[src/rtl/spi_pkg.sv]
// spi_pkg: frame geometry and FSM state encoding shared by the SPI weight master and slave
package spi_pkg;
    localparam int NUM_CH     = 8;
    localparam int W_BITS     = 5;
    localparam int FRAME_BITS = 4 * NUM_CH * W_BITS;
    localparam int CNT_W      = $clog2(FRAME_BITS + 1);
    typedef enum logic [2:0] {IDLE, SETUP, SHIFT, HOLD, GAP} state_t;
endpackage

[src/rtl/spi_weight_master_if.sv]
// spi_weight_master_if: host request/weight bus and SPI pins of the weight master
interface spi_weight_master_if;
    import spi_pkg::*;
    logic                       start;
    logic [NUM_CH*W_BITS-1:0]   w_cos_1;
    logic [NUM_CH*W_BITS-1:0]   w_sin_1;
    logic [NUM_CH*W_BITS-1:0]   w_cos_2;
    logic [NUM_CH*W_BITS-1:0]   w_sin_2;
    logic                       busy;
    logic                       done;
    logic                       sclk;
    logic                       mosi;
    logic                       ss;
    modport master (input start, w_cos_1, w_sin_1, w_cos_2, w_sin_2,
                    output busy, done, sclk, mosi, ss);
    modport slave  (output start, w_cos_1, w_sin_1, w_cos_2, w_sin_2,
                    input busy, done, sclk, mosi, ss);
endinterface

[src/rtl/spi_tick_gen.sv]
// spi_tick_gen: one-cycle tick every CLK_DIV cycles while enabled; phase restarts on disable
module spi_tick_gen #(
    parameter int CLK_DIV = 4
) (
    input  logic clock,
    input  logic reset_n,
    input  logic i_en,
    output logic o_tick
);
    logic [7:0] r_cnt;
    assign o_tick = i_en && (r_cnt == 8'(CLK_DIV - 1));
    always_ff @(posedge clock or negedge reset_n) begin
        if (!reset_n) r_cnt <= '0;
        else          r_cnt <= (!i_en || o_tick) ? '0 : r_cnt + 8'd1;
    end
endmodule

[src/rtl/spi_weight_master.sv]
// spi_weight_master: serialises four packed weight buses as one SPI mode-0 frame
module spi_weight_master
    import spi_pkg::*;
#(
    parameter int CLK_DIV = 4
) (
    input  logic                clock,
    input  logic                reset_n,
    spi_weight_master_if.master bus
);
    state_t                 r_state, w_next;
    logic [FRAME_BITS-1:0]  r_sh, w_frame;
    logic [CNT_W-1:0]       r_bits, w_bits;
    logic                   r_rdy, r_ss, r_sclk, r_mosi, r_busy, r_done;
    logic                   w_ss, w_sclk, w_mosi, w_load, w_adv, w_tick, w_last;

    spi_tick_gen #(.CLK_DIV(CLK_DIV)) u_tick (
        .clock  (clock),
        .reset_n(reset_n),
        .i_en   (r_state != IDLE),
        .o_tick (w_tick)
    );

    assign w_frame = {bus.w_cos_1, bus.w_sin_1, bus.w_cos_2, bus.w_sin_2};
    assign w_last  = r_bits == CNT_W'(FRAME_BITS);

    // r_rdy holds off acceptance until the second edge after reset release
    always_ff @(posedge clock or negedge reset_n) begin
        if (!reset_n) begin
            r_state <= IDLE;
            r_rdy   <= 1'b0;
        end else begin
            r_state <= w_next;
            r_rdy   <= 1'b1;
        end
    end

    always_comb begin
        w_next = r_state;
        case (r_state)
            IDLE:    w_next = (bus.start && r_rdy) ? SETUP : IDLE;
            SETUP:   w_next = w_tick ? SHIFT : SETUP;
            SHIFT:   w_next = (w_tick && !r_sclk && w_last) ? HOLD : SHIFT;
            HOLD:    w_next = w_tick ? GAP : HOLD;
            GAP:     w_next = w_tick ? IDLE : GAP;
            default: w_next = IDLE;
        endcase
    end

    // outputs are decoded from the next state and registered so pins never see a comb path
    always_comb begin
        w_load = (r_state == IDLE) && (w_next == SETUP);
        w_adv  = (r_state == SHIFT) && w_tick && r_sclk && !w_last;
        w_ss   = (w_next == IDLE) || (w_next == GAP);
        w_sclk = (w_next == SHIFT) && ((r_state != SHIFT) || (r_sclk ^ w_tick));
        w_bits = (w_next != SHIFT) ? '0 : (w_sclk && !r_sclk) ? r_bits + 1'b1 : r_bits;
        w_mosi = w_load ? w_frame[FRAME_BITS-1] : w_adv ? r_sh[FRAME_BITS-2] : r_mosi;
    end

    always_ff @(posedge clock or negedge reset_n) begin
        if (!reset_n) begin
            r_ss   <= 1'b1;
            r_sclk <= 1'b0;
            r_mosi <= 1'b0;
            r_busy <= 1'b0;
            r_done <= 1'b0;
            r_bits <= '0;
            r_sh   <= '0;
        end else begin
            r_ss   <= w_ss;
            r_sclk <= w_sclk;
            r_mosi <= w_mosi;
            r_busy <= !w_ss;
            r_done <= (r_state == HOLD) && w_tick;
            r_bits <= w_bits;
            r_sh   <= w_load ? w_frame : w_adv ? r_sh << 1 : r_sh;
        end
    end

    assign bus.busy = r_busy;
    assign bus.done = r_done;
    assign bus.sclk = r_sclk;
    assign bus.mosi = r_mosi;
    assign bus.ss   = r_ss;
endmodule
[src/flat_wrapper.sv]
// flat-port wrapper written by rule: the top's interface ports become plain ports
module spi_weight_master_flat import spi_pkg::*;
#(
    parameter int CLK_DIV = 4
)
  (clock, reset_n, bus_start, bus_w_cos_1, bus_w_sin_1, bus_w_cos_2, bus_w_sin_2, bus_busy, bus_done, bus_sclk, bus_mosi, bus_ss);
  spi_weight_master_if bus_i ();
  input  logic clock;
  input  logic reset_n;
  input wire logic [$bits(bus_i.start)-1:0] bus_start;
  input wire logic [$bits(bus_i.w_cos_1)-1:0] bus_w_cos_1;
  input wire logic [$bits(bus_i.w_sin_1)-1:0] bus_w_sin_1;
  input wire logic [$bits(bus_i.w_cos_2)-1:0] bus_w_cos_2;
  input wire logic [$bits(bus_i.w_sin_2)-1:0] bus_w_sin_2;
  output wire logic [$bits(bus_i.busy)-1:0] bus_busy;
  output wire logic [$bits(bus_i.done)-1:0] bus_done;
  output wire logic [$bits(bus_i.sclk)-1:0] bus_sclk;
  output wire logic [$bits(bus_i.mosi)-1:0] bus_mosi;
  output wire logic [$bits(bus_i.ss)-1:0] bus_ss;
  assign bus_i.start = bus_start;
  assign bus_i.w_cos_1 = bus_w_cos_1;
  assign bus_i.w_sin_1 = bus_w_sin_1;
  assign bus_i.w_cos_2 = bus_w_cos_2;
  assign bus_i.w_sin_2 = bus_w_sin_2;
  assign bus_busy = bus_i.busy;
  assign bus_done = bus_i.done;
  assign bus_sclk = bus_i.sclk;
  assign bus_mosi = bus_i.mosi;
  assign bus_ss = bus_i.ss;
  spi_weight_master #(.CLK_DIV(CLK_DIV)) u_core (.clock(clock), .reset_n(reset_n), .bus(bus_i));
endmodule
[config.mk]
export PLATFORM = sky130hd
export DESIGN_NAME = spi_weight_master_flat
export DESIGN_NICKNAME = d
export VERILOG_FILES = /design/src/rtl/spi_pkg.sv /design/src/rtl/spi_weight_master_if.sv /design/src/rtl/spi_tick_gen.sv /design/src/rtl/spi_weight_master.sv /design/src/flat_wrapper.sv
export SDC_FILE = /design/constraint.sdc
export NUM_CORES = 1
export LEC_CHECK = 0
export BUFFER_PORTS_ARGS = -buffer_cell sky130_fd_sc_hd__clkbuf_2
export CAP_MARGIN = 25
export CORE_MARGIN = 2
export CORE_UTILIZATION = 61
export CTS_BUF_LIST = sky130_fd_sc_hd__clkbuf_8
export DETAILED_ROUTE_END_ITERATION = 10
export PLACE_DENSITY = 0.88
export RECOVER_POWER = 100
export SETUP_SLACK_MARGIN = 0.3
export SYNTH_ARGS = -nofsm -noshare
export SYNTH_HDL_FRONTEND = slang
export SYNTH_SLANG_ARGS = --single-unit
[constraint.sdc]
create_clock -name clock -period 4 [get_ports clock]
set_clock_uncertainty 0.15 [all_clocks]
set_input_delay 0.6 -clock clock [delete_from_list [all_inputs] [get_ports clock]]
set_output_delay 0.6 -clock clock [all_outputs]
set_load 0.005 [all_outputs]
==> flow_summary.toml, run 1 <==
[status]
status = "completed"

[worst_setup_path]
end_kind = "flop"
reg2reg_depth = 6
arrival_ns = 3.29
worst-path-max-fanout = 124
reg2reg_slack_ns = 0.97
startpoint_type = "flop"
crit_required_ns = 4.26
timing.setup.critical_path_class = "flop to flop"

[synthesis]
synth-seq-cells = 184
syn_inst = 689
synth_nets = 856
yosysTopAreaCell = "dfrtp_1"
syn_area_per_cell_um2 = 12.1
ys_types = 42
ys_seq_area_share_pct = 55.5
async_flop_share_pct = 100
synth_ff_type = "dfrtp_1"
yosysWarnings = 0
synthTopCellsByArea = "dfrtp_1 (55%), a221o_1 (19%), and3_1 (12%), buf_6 (2.2%), clkbuf_1 (2.0%)"
synth_edf_count = 0
synth_area_um2 = 8300
synth.top_cell.area_share_pct = 55.1

[cells_and_area]
nets = 977
final_util_pct = 71.1
final_cells = 997
area.growth.synth_to_final_pct = 13.4
final_area_um2 = 9420
drive_gt1_share_pct = 25.3
n_antenna_cell = 0

[global_route]
grtUsageMet2_pct = 42.2
track_usage_pct = 27.6
use_met1_pct = 39.0
overflow = 0
busiest_layer = "met2"
grt_max_degree = 125
first_global_vias = 6437
grt_antenna_before_repair = 0
use_met3_pct = 5.90
grt_pass1_wl_mm = 31.8

[timing]
rsz0062_at_grt = "false"
maxSlewViolCount = 0
min_period_ns = 3.03
finalSetupTns_ns = 0
slew_headroom_pct = 25.1
period_share_pct = 75.7
whs_ns = 0.220
max_freq_ghz = 0.330
finalHoldViolCount = 0
tightest_slew_ns = 1.12
finalSetupViolCount = 0

[clock_network]
ctsHtreeMaxLevel = 4
clockRootBuffer = "clkbuf_8"
ctsResizeCount = 0
cts_tree = "yes"
clkSlewWorstSetupHoldPaths_ns = 0.08
cts_buffers = 17
clkLatencyLatePin_ns = 0.47
ctsLongestPathBuffers = 2
clkSinkCount = 184

[detailed_routing]
ant_nets = 0
drc = 0
drt_wl_total_mm = 19.2
wl_per_cell_um = 19.2
firstDrtPassIters = 5
drt_iter0_markers = 800
num_vias = 6579
vias_per_cell = 6.60

[place]
placed_cell_area_um2 = 9070
gp_congestion = 0.808
hpwl_mm = 12.1
portBuffers = 167
placed_cells = 966

[floorplan]
die_h_um = 121
dieArea_um2 = 14600
ioPinCount = 168
core_area_um2 = 13200
floorplan.initialDensity_pct = 62.7
die_w_um = 121
row_count = 42

[worst_hold_path]
min_delay_path_depth = 3
hp-class = "input pin to flop"

[job]
max-cap-violations = 0

[power_and_ir_drop]
p_per_area_nw_per_um2 = 338
peakVddDrop_v = 0.000342
power_leakage_nw = 5.24
==> routing by layer <==
| metal | share of wire [%] | vias up |
|---|---|---|
| met1 | 44 | 3287 |
| met4 | 2.5 | 0 |
| met2 | 48 | 283 |
| li1 | - | 2962 |
| met3 | 6.2 | 47 |
| met5 | 0 | - |
==> cell usage in the layout (no fill, tap or decap), types with 2 or more instances in the layout <==
| cell type | instances |
|---|---|
| a21oi_1 | 4 |
| a221o_1 | 156 |
| a31o_2 | 2 |
| a31oi_1 | 3 |
| and3_1 | 159 |
| and4_1 | 2 |
| buf_12 | 2 |
| buf_4 | 4 |
| clkbuf_1 | 4 |
| clkbuf_2 | 164 |
| clkbuf_8 | 23 |
| dfrtp_1 | 183 |
| ha_1 | 4 |
| inv_1 | 11 |
| nand2_1 | 10 |
| nand3_1 | 9 |
| nor2_1 | 24 |
| nor3_1 | 2 |
| nor3b_1 | 2 |
| nor4_1 | 3 |
| nor4b_1 | 2 |
| nor4bb_1 | 3 |
| o21ai_0 | 5 |
| or3b_2 | 2 |
| xnor2_1 | 8 |
| xor2_1 | 5 |
==> stage by stage <==
stage	power (mW)	worst slack, ns
floorplan	1.91	1.27
global placement	2.03	1.21
detailed placement	2.03	1.11
CTS	3.20	1.09
global route	3.30	0.742
finish	3.18	0.970
==> synth_stat cells, types with 2 or more instances <==
master and count:
nor4_1 3, inv_1 6, xnor2_1 8, ha_1 4, clkbuf_1 45, a21oi_1 4
a221o_1 156, nor3b_1 2, and2_1 3, xor2_1 5, and3_1 159, or3b_2 2
nor4b_1 2, a31o_2 2, nand2_1 10, buf_6 16, nor3_1 2, a31oi_1 3
o21ai_0 5, and4_1 2, dfrtp_1 183, nor2_1 24, buf_2 14, nand3_1 9
nor4bb_1 3
==> state kept, by name (all words and copies together), names as in the netlist <==
register / flops
u_core.r_sh: 159
u_core.r_bits: 8
u_core.u_tick.r_cnt: 8
u_core.r_state: 3
u_core.bus.busy: 1
u_core.bus.done: 1
u_core.bus.mosi: 1
u_core.bus.sclk: 1
u_core.bus.ss: 1
u_core.r_rdy: 1
==> layout make-up <==
class	instances	area [um2]
flip-flops and latches	184	4610
fillers	928	3820
multi-input cells	424	3270
repair buffers	177	935
clock buffers	23	317
well taps	176	220
clock inverters	7	53.8
inverters	6	22.5
==> report_power, final <==
part	switching [mW]	internal (mW)	leakage, nW	total [mW]
combinational	0.0752	0.0607	2.50	0.136
sequential	0.000156	1.86	2.54	1.86
clock	0.611	0.574	0.210	1.19
==> cell families (layout without fill, tap and decap cells) <==
group           count (synthesis)  after routing  synth area share, %
simple gates                  229            229                 16.7
flops                         184            184                 55.5
compound gates                177            177                 20.5
buf+inv                        81            213                 5.32
xor+xnor                       13             13                 1.37
fa+ha+maj                       4              4                0.603
other cells                     1              1               0.0452
==> critical path, stage by stage (launching register included) <==
cell and delay, ns:
dfrtp_1 0.53, nor3_1 0.15, buf_4 0.32, and2_0 0.27
a21oi_4 0.67, buf_12 0.49, a221o_1 0.25
==> path summary, 6_finish.rpt <==
check | from | to
max in group asynchronous | reset_n | u_core.r_sh[91]
min in group asynchronous | reset_n | u_core.r_sh[41]
max | u_core.r_state[2] | u_core.r_sh[115]
max reg2reg | u_core.r_state[2] | u_core.r_sh[115]
min | bus_w_sin_2[0] | u_core.r_sh[0]
min reg2reg | u_core.u_tick.r_cnt[0] | u_core.u_tick.r_cnt[0]
==> repair_timing <==
item	4_1_cts	5_1_grt
hold buffers	1	0
buffers inserted	0	0
hold endpoints to repair	41	0
Note: power is estimated with default switching activity, not from simulation.
==> inputs of run 2 (changes only) <==
CORE_UTILIZATION = 51   (was 61)
PLACE_DENSITY = 0.79   (was 0.88)
clock period = 2.48 ns   (was 4 ns; I/O delays follow)
==> run 2 against run 1 <==
  * Sequential share of layout area is 3.6 points lower
  * Final cell count is 8.0% higher
  * Die area is 19% higher
  * Non-clock buffer count is 38 higher
  * Hold slack worse by 0.18 ns
  * Critical endpoint is now u_core.r_bits[7]
  * Largest power group unchanged
==> flow_summary.toml, run 2 (synthesis gave the netlist of run 1 again) <==
[worst_setup_path]
worst-path-max-fanout = 6
startpoint_type = "flop"
reg2reg_depth = 10
rr_endpoint = "u_core.r_bits[7]"
timing.setup.critical_path_class = "flop to flop"
crit_required_ns = 2.72
arrival_ns = 2.67
timing.rr.start = "u_core.u_tick.r_cnt[1]"
cp-endpoint = "u_core.r_bits[7]"
end_kind = "flop"
reg2reg_slack_ns = 0.05
crit_start = "u_core.u_tick.r_cnt[1]"

[global_route]
use_met1_pct = 33.7
overflow = 0
use_met3_pct = 6.48
grt_pass1_wl_mm = 34.1
first_global_vias = 6652
busiest_layer = "met2"
track_usage_pct = 24.2
grt_max_degree = 123
grt_antenna_before_repair = 0
grtUsageMet2_pct = 37.4

[timing]
slew_headroom_pct = 6.30
maxSlewViolCount = 0
finalHoldViolCount = 0
finalSetupViolCount = 0
finalSetupTns_ns = 0
tightest_slew_ns = 1.41
max_freq_ghz = 0.411
whs_ns = 0.0367
min_period_ns = 2.43
period_share_pct = 98.1
rsz0062_at_grt = "true"

[floorplan]
row_count = 46
die_w_um = 132
die_h_um = 132
floorplan.initialDensity_pct = 52.3
core_area_um2 = 15900
dieArea_um2 = 17300
ioPinCount = 168

[clock_network]
ctsHtreeMaxLevel = 4
cts_buffers = 17
cts_tree = "yes"
ctsLongestPathBuffers = 2
clkLatencyLatePin_ns = 0.47
clkSlewWorstSetupHoldPaths_ns = 0.10
clkSinkCount = 184
clockRootBuffer = "clkbuf_8"

[power_and_ir_drop]
total_power_mw = 5.16
peakVddDrop_v = 0.000350
p_per_area_nw_per_um2 = 507
power_leakage_nw = 5.53

[place]
gp_congestion = 0.863
hpwl_mm = 12.8
portBuffers = 167

[detailed_routing]
wl_per_cell_um = 20.3
drt_iter0_markers = 706
num_vias = 6804
drt_wl_total_mm = 21.8
firstDrtPassIters = 7
ant_nets = 0
vias_per_cell = 6.32
drc = 0

[cells_and_area]
n_antenna_cell = 0
area.growth.synth_to_final_pct = 22.5
drive_gt1_share_pct = 31.7
largestRegisters = "u_core.r_sh (159), u_core.r_bits (8), u_core.u_tick.r_cnt (8)"
nets = 1015
largest_reg_flops = 159
fillers = 1235
seq_area_um2 = 4610
final_common_cell = "dfrtp_1"
final_cell_mix = "dfrtp_1 (183), clkbuf_2 (165), and3_1 (159)"
final_util_pct = 64.0
top_register = "u_core.r_sh"
multi_input_area_um2 = 3450

[job]
max-cap-violations = 0

[worst_hold_path]
hp-class = "input pin to flop"

[status]
status = "completed"
-- run 2: cell type report --
cell class	instances	area share (%)
sequential	184	45.3
tap	216	2.66
inverter	6	0.221
clock buffer	19	2.57
timing repair buffer	215	14.3
clock inverter	13	1.07
multi-input combinational	424	33.9
-- run 2: critical path: stages, from the launching register on --
cell and delay, ns:
dfrtp_1 0.42, ha_4 0.16, nor3b_4 0.22, nand2_2 0.11, nor2_4 0.15, ha_4 0.21, nor4bb_4 0.16, buf_6 0.15
nor3_4 0.11, or3b_4 0.39, a21oi_2 0.13
-- run 2: through the flow --
step | worst slack [ns] | std cells | instance area [um2]
floorplan | 0.0718 | 689 | 8340
global placement | -0.416 | 1022 | 9340
detailed placement | -0.214 | 1023 | 9340
CTS | 0.0764 | 1066 | 9920
global route | -0.0309 | 1077 | 10200
finish | 0.0478 | 1077 | 10200
-- run 2: how the worst min path moves through the flow --
stage,start,endpoint,slack [ns],cells after the start
after floorplan,reset_n,u_core.bus.busy,-0.07,0
after global placement,reset_n,u_core.r_sh[33],0.21,1
after detailed placement,reset_n,u_core.r_sh[33],0.22,1
after CTS,bus_w_cos_1[38],u_core.r_sh[158],0.002,3
after global routing,bus_w_cos_1[38],u_core.r_sh[158],0.02,3
final,bus_w_sin_1[37],u_core.r_sh[117],0.04,3
-- run 2: timing repair --
item	CTS	global route
hold buffers	2	0
gates resized for setup	23	18
hold endpoints to repair	55	0
gates cloned	0	5
endpoints found under the setup margin	172	171
buffers inserted	9	6
pin swaps	5	13
-- run 2: layer usage --
layer  vias up  part of all wire (%)
li1       3047                     -
met4         0                   1.8
met3        34                   6.3
met1      3440                    43
met2       283                    49
met5         -                     0
-- run 2: power breakdown --
group          total (mW)  internal, mW  switching [mW]
combinational       0.225         0.101           0.124
sequential           3.00          3.00        0.000366
clock                1.93         0.774            1.16
==> inputs of run 3 (changes only) <==
CELL_PAD_IN_SITES_DETAIL_PLACEMENT = 0   (was not set)
CELL_PAD_IN_SITES_GLOBAL_PLACEMENT = 2   (was not set)
CORE_UTILIZATION = 34   (was 51)
PLACE_DENSITY = 0.8   (was 0.79)
==> run 3 against run 2 <==
  * Die area up 48%
  * Maximum frequency rose by 0.26%
  * Global-route usage fell by 7.0 points
  * Total power is 0.25% higher
  * Via count decreased by 2.7%
  * Wire length up 8.1%
  * Non-clock buffer count rose by 11
==> flow_summary.toml, run 3 (synthesis gave the netlist of run 1 again) <==
[status]
status = "completed"

[detailed_routing]
wl_per_cell_um = 19.8
drc = 0
vias_per_cell = 5.54
firstDrtPassIters = 5
drt_wl_total_mm = 23.6
num_vias = 6620
ant_nets = 0
drt_iter0_markers = 598

[global_route]
first_global_vias = 6497
grt_pass1_wl_mm = 35.5
grt_antenna_before_repair = 0
track_usage_pct = 17.2
overflow = 0
grt_max_degree = 121

[place]
gp_congestion = 0.756
portBuffers = 167
hpwl_mm = 13.2

[floorplan]
floorplan.initialDensity_pct = 34.3
ioPinCount = 168
dieArea_um2 = 25700
die_h_um = 160
die_w_um = 160
core_area_um2 = 24200
row_count = 57

[worst_setup_path]
slowest_delay_ns = 0.57
timing.setup.critical_path_class = "flop to flop"
startpoint_type = "flop"
timing.rr.start = "u_core.u_tick.r_cnt[4]"
cp_slowest_cell = "or4_4"
worst_path_dominant_cell_family = "simple AND/OR/NAND/NOR gates"
path_buf_inv = 3
arrival_ns = 2.62
end_kind = "flop"
rr_endpoint = "u_core.r_sh[133]"
reg2reg_depth = 7
crit_required_ns = 2.68
crit_chain = "buf_4 > or4_4 > nor3_4 > a21oi_4 > clkbuf_16 > buf_16 > a221o_1"
reg2reg_slack_ns = 0.05
worst-path-max-fanout = 14

[power_and_ir_drop]
power_leakage_nw = 5.66
total_power_mw = 5.17
peakVddDrop_v = 0.000259
p_per_area_nw_per_um2 = 490

[timing]
slew_headroom_pct = 27.4
period_share_pct = 97.8
tightest_slew_ns = 1.09
finalSetupViolCount = 0
whs_ns = 0.0368
finalHoldViolCount = 0
maxSlewViolCount = 0
max_freq_ghz = 0.412
rsz0062_at_grt = "true"
min_period_ns = 2.43

[clock_network]
clkSlewWorstSetupHoldPaths_ns = 0.10
clkSinkCount = 184
ctsHtreeMaxLevel = 4
cts_tree = "yes"
ctsLongestPathBuffers = 2
clkLatencyLatePin_ns = 0.46
cts_buffers = 17
clockRootBuffer = "clkbuf_8"

[worst_hold_path]
min_delay_path_depth = 3
worstHoldEndpoint = "u_core.r_sh[117]"
min-delay-start = "bus_w_sin_1[37]"
hp-class = "input pin to flop"

[cells_and_area]
largestRegisters = "u_core.r_sh (159), u_core.r_bits (8), u_core.u_tick.r_cnt (8)"
area.growth.synth_to_final_pct = 27.0
nets = 1026
final_common_cell = "dfrtp_1"
drive_gt1_share_pct = 32.3
n_antenna_cell = 0
final_cell_mix = "dfrtp_1 (182), clkbuf_2 (166), and3_1 (158)"
top_register = "u_core.r_sh"
largest_reg_flops = 159

[job]
max-cap-violations = 0
==> run 3: cell types whose count changed in the layout (fill, tap and decap cells not counted), moves of 3 or more <==
cell | previous run | this run
o21ai_2 | 0 | 3
clkbuf_16 | 6 | 11
inv_6 | 5 | 1
buf_16 | 0 | 9
inv_8 | 2 | 5
buf_4 | 23 | 18
buf_12 | 10 | 5
==> run 3: what timing repair did <==
item	CTS	global route
setup buffers	6	2
hold endpoints to repair	43	0
hold buffers	4	0
gates cloned	5	14
endpoints found under the setup margin	167	171
pin swaps	6	7
resized for setup	17	26
==> run 3: area by class of cell <==
| type | count | area (um2) |
|---|---|---|
| Tap cell | 324 | 405 |
| Sequential cell | 184 | 4610 |
| Inverter | 6 | 22.5 |
| Clock buffer | 17 | 234 |
| Timing Repair Buffer | 226 | 1740 |
| Multi-Input combinational cell | 424 | 3400 |
| Clock inverter | 14 | 136 |
| Fill cell | 2338 | 13600 |
==> run 3: tightest hold or removal path, delay by kind of cell <==
family / cells / cell delay (ns)
AOI/OAI and AO/OA: 1 / 0.04
buffers and inverters: 1 / 0.09
and+or+nand+nor: 1 / 0.10
==> run 3: worst max-delay path by stage <==
stage,startpoint,slack [ns],to,cells after the start
after floorplan,u_core.r_state[2],0.07,u_core.r_bits[7],10
after global placement,u_core.u_tick.r_cnt[0],0.09,u_core.r_bits[4],10
after detailed placement,u_core.u_tick.r_cnt[0],0.06,u_core.r_bits[4],10
after CTS,u_core.u_tick.r_cnt[4],0.11,u_core.r_sh[2],7
after global routing,u_core.u_tick.r_cnt[4],-0.01,u_core.r_bits[6],10
final,u_core.u_tick.r_cnt[4],0.05,u_core.r_sh[133],7
==> run 3: routing by layer <==
metal,up-vias,part of all wire (%),track usage [%]
met2,187,45,25.8
met4,0,0.83,3.97
met1,3344,50,26.0
li1,3077,-,-
met3,12,4.4,3.25
met5,-,0,0
==> run 3: power breakdown <==
part	total [mW]	internal (mW)	switching (mW)
sequential	3.00	3.00	0.000212
combinational	0.230	0.103	0.127
clock	1.94	0.733	1.21
==> run 3: through the flow <==
| step | setup WS, ns | instance area, um2 | util, % | cells | setup TNS (ns) |
|---|---|---|---|---|---|
| after detailed placement | 0.0567 | 9480 | 39.2 | 1133 | 0 |
| after floorplan | 0.0718 | 8340 | - | 689 | 0 |
| after global placement | 0.0925 | 9480 | 39.2 | 1133 | 0 |
| after CTS | 0.106 | 10100 | 42.0 | 1179 | 0 |
| final | 0.0540 | 10500 | 43.6 | 1195 | 0 |
| after global routing | -0.00999 | 10500 | 43.6 | 1195 | -0.0308 |
